[src/rtl/iomem_sw_debounce.sv]
// Switch-input peripheral on the PicoSoC iomem bus: synchronises and debounces
// the board switches, latches edge events and raises a level interrupt.
module iomem_sw_debounce #(
    parameter int         NUM_SW          = 4,
    parameter int         DEBOUNCE_CYCLES = 16,
    parameter logic [7:0] BASE_ADDR       = 8'h04
) (
    input  logic              clk,
    input  logic              reset,
    input  logic [NUM_SW-1:0] sw_in,
    input  logic              iomem_valid,
    output logic              iomem_ready,
    input  logic [3:0]        iomem_wstrb,
    input  logic [31:0]       iomem_addr,
    input  logic [31:0]       iomem_wdata,
    output logic [31:0]       iomem_rdata,
    output logic              irq
);

    localparam logic [31:0] SW_MASK  = 32'((64'd1 << NUM_SW) - 64'd1);
    localparam logic [31:0] EVT_MASK = SW_MASK | (SW_MASK << 16);
    localparam logic [15:0] CNT_LAST = 16'(DEBOUNCE_CYCLES - 1);

    logic [NUM_SW-1:0] sw_meta;
    logic [NUM_SW-1:0] sw_sync;
    logic [NUM_SW-1:0] stable;
    logic [NUM_SW-1:0] stable_nxt;
    logic [15:0]       cnt [NUM_SW];

    logic [31:0] event_q;
    logic [31:0] irq_en;
    logic [31:0] evt_set;
    logic [31:0] evt_clr;
    logic [31:0] byte_mask;
    logic [31:0] wr_val;
    logic [31:0] rd_val;
    logic [1:0]  sel;
    logic        accept;
    logic        is_write;
    logic        unused_addr_bits;

    // Handshake: a request in our window is accepted on the edge where
    // iomem_valid=1 and iomem_ready=0; iomem_ready then pulses high for one
    // cycle carrying rdata, so a held request is acknowledged every other cycle.
    assign accept    = iomem_valid && !iomem_ready && (iomem_addr[31:24] == BASE_ADDR);
    assign is_write  = |iomem_wstrb;
    assign sel       = iomem_addr[3:2];
    assign byte_mask = {{8{iomem_wstrb[3]}}, {8{iomem_wstrb[2]}},
                        {8{iomem_wstrb[1]}}, {8{iomem_wstrb[0]}}};
    assign wr_val    = iomem_wdata & byte_mask & EVT_MASK;
    assign evt_clr   = (accept && is_write && sel == 2'd1) ? wr_val : 32'd0;
    assign unused_addr_bits = ^{iomem_addr[23:4], iomem_addr[1:0]};

    // Next stable level and the edge events it produces on this clock.
    always_comb begin
        stable_nxt = stable;
        evt_set    = '0;
        for (int i = 0; i < NUM_SW; i++) begin
            if (sw_sync[i] != stable[i] && cnt[i] == CNT_LAST)
                stable_nxt[i] = sw_sync[i];
            evt_set[i]      = stable_nxt[i] & ~stable[i];
            evt_set[16 + i] = stable[i] & ~stable_nxt[i];
        end
    end

    always_comb begin
        rd_val = '0;
        case (sel)
            2'd0:    rd_val = 32'(stable);
            2'd1:    rd_val = event_q;
            2'd2:    rd_val = irq_en;
            default: rd_val = 32'(sw_sync);
        endcase
    end

    always_ff @(posedge clk or posedge reset) begin
        if (reset) begin
            sw_meta <= '0;
            sw_sync <= '0;
            stable  <= '0;
            for (int i = 0; i < NUM_SW; i++)
                cnt[i] <= '0;
        end else begin
            sw_meta <= sw_in;
            sw_sync <= sw_meta;
            stable  <= stable_nxt;
            for (int i = 0; i < NUM_SW; i++) begin
                if (sw_sync[i] == stable[i] || cnt[i] == CNT_LAST)
                    cnt[i] <= '0;
                else
                    cnt[i] <= cnt[i] + 16'd1;
            end
        end
    end

    // A new event on the same edge as its W1C survives: set is OR'd in last.
    always_ff @(posedge clk or posedge reset) begin
        if (reset) begin
            event_q     <= '0;
            irq_en      <= '0;
            irq         <= 1'b0;
            iomem_ready <= 1'b0;
            iomem_rdata <= '0;
        end else begin
            event_q     <= (event_q & ~evt_clr) | evt_set;
            irq         <= |(event_q & irq_en);
            iomem_ready <= accept;
            if (accept) begin
                iomem_rdata <= rd_val;
                if (is_write && sel == 2'd2)
                    irq_en <= (irq_en & ~(byte_mask & EVT_MASK)) | wr_val;
            end
        end
    end

endmodule

[config.mk]
export PLATFORM = sky130hd
export DESIGN_NAME = iomem_sw_debounce
export DESIGN_NICKNAME = d
export VERILOG_FILES = /design/src/rtl/iomem_sw_debounce.sv
export SDC_FILE = /design/constraint.sdc
export NUM_CORES = 1
export LEC_CHECK = 0
export BUFFER_PORTS_ARGS = -buffer_cell sky130_fd_sc_hd__buf_2
export CAP_MARGIN = 0
export CORE_MARGIN = 5
export CORE_UTILIZATION = 35
export CTS_BUF_LIST = sky130_fd_sc_hd__clkbuf_16
export CTS_CLUSTER_SIZE = 14
export DETAILED_ROUTE_END_ITERATION = 16
export GPL_TIMING_DRIVEN = 0
export PLACE_DENSITY = 0.65
export REMOVE_ABC_BUFFERS = 1
export SLEW_MARGIN = 20
export SYNTH_ARGS = -nofsm -noshare
export SYNTH_HDL_FRONTEND = slang
export SYNTH_SLANG_ARGS = --single-unit
export TNS_END_PERCENT = 100
[constraint.sdc]
create_clock -name clk -period 4 [get_ports clk]
set_clock_uncertainty 0.05 [all_clocks]
set_input_delay 0.4 -clock clk [delete_from_list [all_inputs] [get_ports clk]]
set_output_delay 0.4 -clock clk [all_outputs]
set_load 0.005 [all_outputs]
# Yosys cells after proc, flatten, opt, wreduce, memory -nomap -nowiden
# Cells that the tools add are included.
# op_classes
muxes	10
n_mul	0
shift	0
eq_ne	15
n_bitwise	24
n_lt_le_gt_ge	0
n_reduce_logical	18
addsub	4
n_div	0
# op_table
op	count
$and 32x32->32	3
$pmux 32 s3	1
$add 16x1->16 const B	4
$eq 16x4->1 const B	4
$mux 16	4
$not 20->32	2
$or 32x20->32	2
$reduce_or 32->1	1
$and 20x20->20	1
$mux 20	1
$logic_and 1x1->1	9
$and 1x1->1	8
$eq 8x3->1 const B	1
$not 1->1	8
$eq 1x1->1	4
$logic_or 1x1->1	4
$mux 1	4
$ne 1x1->1	4
$reduce_or 4->1	1
$eq 2x1->1 const B	1
$eq 2x2->1 const B	1
$logic_not 2->1	1
$reduce_and 2->1	1
$logic_not 1->1	1
# word_totals
rom_bits	0
n_memories	0
reg_bits	174
elab_cells	83
output_inout_bits	34
in_bits	75
mem_bits_rw	0
latch_bits	0

# Longest topological paths before layout
# Gate-level depths: netlist (run 1).
# depth
word_depth	9
depth_mapped	6
mapped_depth_nobuf	5

# Worst setup path before layout (run 1)
# No wires, ideal clock.
# synth_timing
path_type	in2reg
start	input port iomem_addr[25]
end	register iomem_rdata[0]
t_arrival_ps	1472
t_required_ps	3825
setup_slack_ps	2354
n_path_buf	2
setup_ps	125
stages	5
cell_sequence	nor4b_1 and4b_1 buf_2 buf_2 mux2_2
# synth_via
elab_chain_cells	2
# synth_rtl
item	line_no	text
from (decl)	14	input logic [31:0] iomem_addr,
$eq 8x3->1	45	assign accept = iomem_valid && !iomem_ready && (iomem_addr[31:24] == BASE_ADDR);
$logic_and 1x1->1	45	
to (signal assigned)	109	iomem_rdata <= rd_val;
to (decl)	16	output logic [31:0] iomem_rdata,
# No other way between the ends.
# A chain may end at the register's enable or synchronous reset.

==> results.cfg, run 1 <==
[placed_design]
gp_congestion = 0.777
numPortBuffers = 36
place_ws_ns = 1.46
dp_hpwl_mm = 6.54
dpl_cell_area_sq_um = 5150

[synth]
ys_warn_count = 0
synth_area_sq_um = 4850
synthTopCellsByArea = dfrtp_1 (53%), xnor2_1 (8.3%), nor2_1 (5.3%)
synth_seq_cells = 102
syn_inst = 453
synth_edf_count = 0
synth_top_area_share_pct = 52.6
netlist_top_cells_count = dfrtp_1 (102), nor2_1 (68), xnor2_1 (46)
async_flop_share_pct = 100
synth_cell_types = 31
synth.avg_cell_area_sq_um = 10.7
ys_seq_area_share_pct = 52.6
synth_most_common_cell = dfrtp_1
dominantRegCellSynth = dfrtp_1
yosysTopAreaCell = dfrtp_1

[finish]
final_area_sq_um = 5470
area_delta_synth_final_pct = 12.7
antennaDiodeCount = 0
fill_cells = 1340
fin_nets = 570
drive_above_1_share_pct = 14.3

[clocking]
cts_sinks = 102
post_cts_buffers = 0
cts_tree = built
clk_pin_slew_ns = 0.07
cts_htree_levels = 3
post_cts_resize_count = 0
cts_max_path_buffers = 2
clock_latency_ns = 0.34
postCtsHoldBufs = 0
clockRootBuffer = clkbuf_16
numCtsBuffers = 9

[setup_path]
end_kind = register
crit_fanout = 23
crit_path_start = iomem_ready
cp_data_required_time_ns = 4.17
cp.arrival_ns = 2.58
worst-setup-path-type = register to register
r2r_slack_ns = 1.59
cp-start-kind = register
r2r_cells = 4
r2r-start = iomem_ready

[global_routing]
grt_max_degree = 59
first_global_vias = 3237
grt_util_all_layers_pct = 11.6
grt_pass1_wl_mm = 15.6
grt-ovfl-total = 0
antenna_found_initial = 0

[power]
cellLeakagePower_nw = 2.33
power_density_nw_per_um2 = 382
ir_drop_uv = 275

[detailed_routing]
wirelength_mm = 9.19
wl_per_cell_microns = 13.6
drt_first_pass_iters = 4
drc = 0
ant_nets = 0
drtIter0Drc = 162
dr_total_vias = 3372
via_per_inst = 4.99

[floorplan]
die_w_microns = 128
initial_core_util_pct = 35.3
pin_count = 109
core_area_sq_um = 13700
dieArea_sq_um = 16300
rows = 43
die_h_microns = 128

[sta]
whs_ns = 0.0242
setup_viol_count_final = 0
slew_violations = 0
rsz0062_at_grt = false
slew_headroom_pct = 42.5
min_period_ns = 2.41
setup-tns-final_ns = 0
fin_crit_sh_pct = 60.3
hold_viol_final = 0
worst_slack_ns = 1.59
max_freq_mhz = 415
tightest_slew_ns = 0.862

[job]
maxCapViolations = 0

[status]
outcome = completed

[worst_hold_path]
hold_path_class = input pin to async pin
## worst min-delay path by stage
stage                           from          to  slack [ns]  depth (start not counted)
final                          reset     cnt[54]        0.02                          2
after global routing           reset     cnt[54]        0.06                          2
after CTS                      reset     cnt[54]        0.03                          2
after detailed placement  sw_meta[3]  sw_sync[3]        0.29                          0
after global placement    sw_meta[1]  sw_sync[1]        0.28                          0
after floorplan           sw_meta[0]  sw_sync[0]        0.28                          0
## registers in the layout (all words and copies together) (netlist names), named ones only
name,cells
iomem_ready,1
irq,1
iomem_rdata,8
event_q,8
sw_sync,4
cnt,64
stable,4
sw_meta,4
## cells in the final DEF, fill, tap and decap left out, types with 2 or more instances in the layout
cell	instances
dfrtp_1	102
nor2_1	68
xnor2_1	46
buf_2	36
nor4_1	27
nand3_1	24
conb_1	24
nand4_1	23
nand2_1	16
nor3_1	16
inv_1	13
clkbuf_16	9
a22oi_1	8
and3_1	8
nand2b_1	8
xor2_1	8
mux2_2	8
o2bb2ai_1	8
mux2_1	8
a21oi_1	6
mux4_2	4
ha_1	4
nor2b_1	2
nand3_4	2
nand4_2	2
or2_4	2
o31ai_1	2
or4_1	2
bufinv_16	2
clkinv_2	2
## logic make-up after synthesis
group,count (synthesis),share of synthesized area [%]
xor gates and xnor gates,54,9.75
muxes,20,5.57
and+or+nand+nor,202,21.7
buffers and inverters,46,5.62
DFF,102,52.6
other,1,0.0773
AOI/OAI and AO/OA,24,3.61
adders and majority gates,4,1.03
## routing by layer
metal / part of all wire (%) / up-vias / GRT usage [%]
met4: 1.5 / 0 / 4.62
li1: - / 1629 / -
met5: 0 / - / 0
met2: 46 / 74 / 17.9
met1: 48 / 1659 / 16.2
met3: 4.0 / 10 / 2.13
## critical path: stages, from the launching register on
cell     delay (ns)
dfrtp_1        0.39
nor4b_1        0.27
and4b_1        0.80
nand3_1        0.37
mux2_1         0.41
## per-stage QoR
stage / util (%) / total power [W] / cells
2_1_floorplan: - / 0.00114 / 443
3_3_place_gp: 37.3 / 0.00118 / 659
3_5_place_dp: 37.5 / 0.00119 / 660
4_1_cts: 39.8 / 0.00212 / 676
5_1_grt: 39.8 / 0.00218 / 676
6_report: 39.8 / 0.00209 / 676
## report_power, final
group | internal (W) | leakage, nW | switching (W)
Clock | 0.000545 | 0.157 | 0.000373
Sequential | 0.00105 | 1.35 | 0.0000165
Combinational | 0.0000376 | 0.819 | 0.0000634
Total | 0.00163 | 2.33 | 0.000453
## area by class of cell
| class | instances | area, sq um | area share (%) |
|---|---|---|---|
| Inverter | 13 | 53.8 | 0.984 |
| Timing Repair Buffer | 37 | 208 | 3.80 |
| Clock inverter | 7 | 90.1 | 1.65 |
| Sequential cell | 102 | 2550 | 46.7 |
| Multi-Input combinational cell | 328 | 2110 | 38.6 |
| Clock buffer | 9 | 225 | 4.12 |
| Tap cell | 180 | 225 | 4.12 |
No activity file was read; power rests on OpenSTA's default activity.
==> run 2: changes to the inputs <==
==> constraint.sdc (replaced) <==
create_clock -name clk -period 2.4 [get_ports clk]
set_clock_uncertainty 0.05 [all_clocks]
set_input_delay 0.24 -clock clk [delete_from_list [all_inputs] [get_ports clk]]
set_output_delay 0.24 -clock clk [all_outputs]
set_load 0.005 [all_outputs]
==> run 2 against run 1 <==
Final cell count is 0.74% higher. First-iteration DRC count increased by 10%. Global-route usage up 0.062 points. Clock power grew 67%. Total power rose by 67%. Die area unchanged. Combinational power grew 73%. Non-clock buffer count is 5 higher. Core utilization rose by 0.37 points. Worst hold slack improved by 0.065 ns. Via count grew 0.42%. Largest power group unchanged. Highest routed layer unchanged.
==> results.cfg, run 2 (synthesized netlist as in run 1, its figures left out) <==
[status]
outcome = completed

[finish]
drive_above_1_share_pct = 14.4
fin_nets = 575
area_delta_synth_final_pct = 13.8
most-common-layout-cells = dfrtp_1 (102), nor2_1 (68), xnor2_1 (46)
layout_commonest_cell = dfrtp_1
final_area_sq_um = 5520
fill_cells = 1334
largest_reg_flops = 64
antennaDiodeCount = 0
top_regs = cnt (64), event_q (8), iomem_rdata (8)
top_register = cnt

[global_routing]
grt-ovfl-total = 0
grt_pass1_wl_mm = 15.6
grt_util_all_layers_pct = 11.6
first_global_vias = 3249
antenna_found_initial = 0
grt_max_degree = 59

[sta]
setup-tns-final_ns = 0
hold_viol_final = 0
setup_viol_count_final = 0
max_freq_mhz = 478
rsz0062_at_grt = false
tightest_slew_ns = 0.789
min_period_ns = 2.09
fin_crit_sh_pct = 87.1
slew_violations = 0
slew_headroom_pct = 47.3

[detailed_routing]
wl_per_cell_microns = 13.5
wirelength_mm = 9.23
drt_first_pass_iters = 4
dr_total_vias = 3386
via_per_inst = 4.97
drc = 0
ant_nets = 0
drtIter0Drc = 179

[setup_path]
end_kind = register
cp.arrival_ns = 2.26
crit_fanout = 23
max_stage_delay_ns = 0.57
path_cells = nor4b_1 > and4b_2 > nand3_1 > mux2_1
r2r_slack_ns = 0.31
worst-setup-path-type = register to register
cp_slowest_cell = and4b_2
cp-start-kind = register
cp_data_required_time_ns = 2.57
r2r_cells = 4
r2r-start = iomem_ready

[clocking]
clock_latency_ns = 0.34
clockRootBuffer = clkbuf_16
cts_tree = built
clk_pin_slew_ns = 0.07
cts_htree_levels = 3
numCtsBuffers = 9
cts_sinks = 102
cts_max_path_buffers = 2

[floorplan]
pin_count = 109
initial_core_util_pct = 35.3
die_w_microns = 128
dieArea_sq_um = 16300
rows = 43
die_h_microns = 128
core_area_sq_um = 13700

[placed_design]
dp_hpwl_mm = 6.54
numPortBuffers = 36
gp_congestion = 0.777
dpl_cell_area_sq_um = 5150

[job]
maxCapViolations = 0

[power]
cellLeakagePower_nw = 2.35
ir_drop_uv = 465
finalPower_w = 0.00348
power_density_nw_per_um2 = 632

[worst_hold_path]
hold_path.startpoint = iomem_wdata[18]
min_path_cells = 2
hold_path_class = input pin to register
[run 2: cell count changes in the layout (fill, tap and decap cells not counted)]
cell	delta
and4b_2	+1
dlygate4sd3_1	+5
and4b_1	-1
[run 2: repair_timing]
item | CTS | global route
gates resized for setup | 1 | 0
endpoints found under the setup margin | 8 | 0
buffers inserted | 0 | 0
hold buffers | 5 | 0
endpoints found under the hold margin | 48 | 0
[run 2: how the worst max path moves through the flow]
stage,start,end,slack [ns],depth (start not counted)
after floorplan,reset,async pin,-0.57,1
after global placement,reset,cnt[2],-1.70,2
after detailed placement,iomem_ready,register,0.0006,4
after CTS,iomem_ready,register,0.30,4
after global routing,iomem_ready,register,0.19,4
final,iomem_ready,register,0.31,4
[run 2: layout make-up]
cell class / instances / area (sq um) / share of cell area [%]
repair buffers: 42 / 258 / 4.67
multi-input cells: 328 / 2110 / 38.3
clock inverters: 7 / 90.1 / 1.63
inverters: 13 / 53.8 / 0.975
clock buffers: 9 / 225 / 4.08
flip-flops and latches: 102 / 2550 / 46.3
well taps: 180 / 225 / 4.08
[run 2: report_power, final]
group	switching, W	total, W	internal, W
Clock	0.000621	0.00153	0.000908
Sequential	0.0000275	0.00178	0.00175
Combinational	0.000107	0.000175	0.0000680
Total	0.000756	0.00348	0.00273
[run 2: per-stage QoR]
step                      hold WS [ns]  setup slack (ns)  utilization [%]  cells
after global routing            0.0771             0.193             40.2    681
after global placement           0.283             -1.70             37.3    659
after CTS                       0.0695             0.305             40.2    681
after floorplan                  0.221            -0.565                -    443
final                           0.0897             0.310             40.2    681
after detailed placement         0.241          0.000624             37.5    660
[run 2: metal layers]
| metal | GRT usage [%] | part of all wire [%] |
|---|---|---|
| met2 | 18.0 | 46 |
| met3 | 2.13 | 3.9 |
| met5 | 0 | 0 |
| met4 | 4.62 | 1.5 |
| met1 | 16.3 | 48 |
[run 2: worst max-delay path, delay by kind of cell, from the launching register on]
| kind | cells | cell delay [ns] |
|---|---|---|
| DFF | 1 | 0.39 |
| and+or+nand+nor | 3 | 1.14 |
| muxes | 1 | 0.38 |
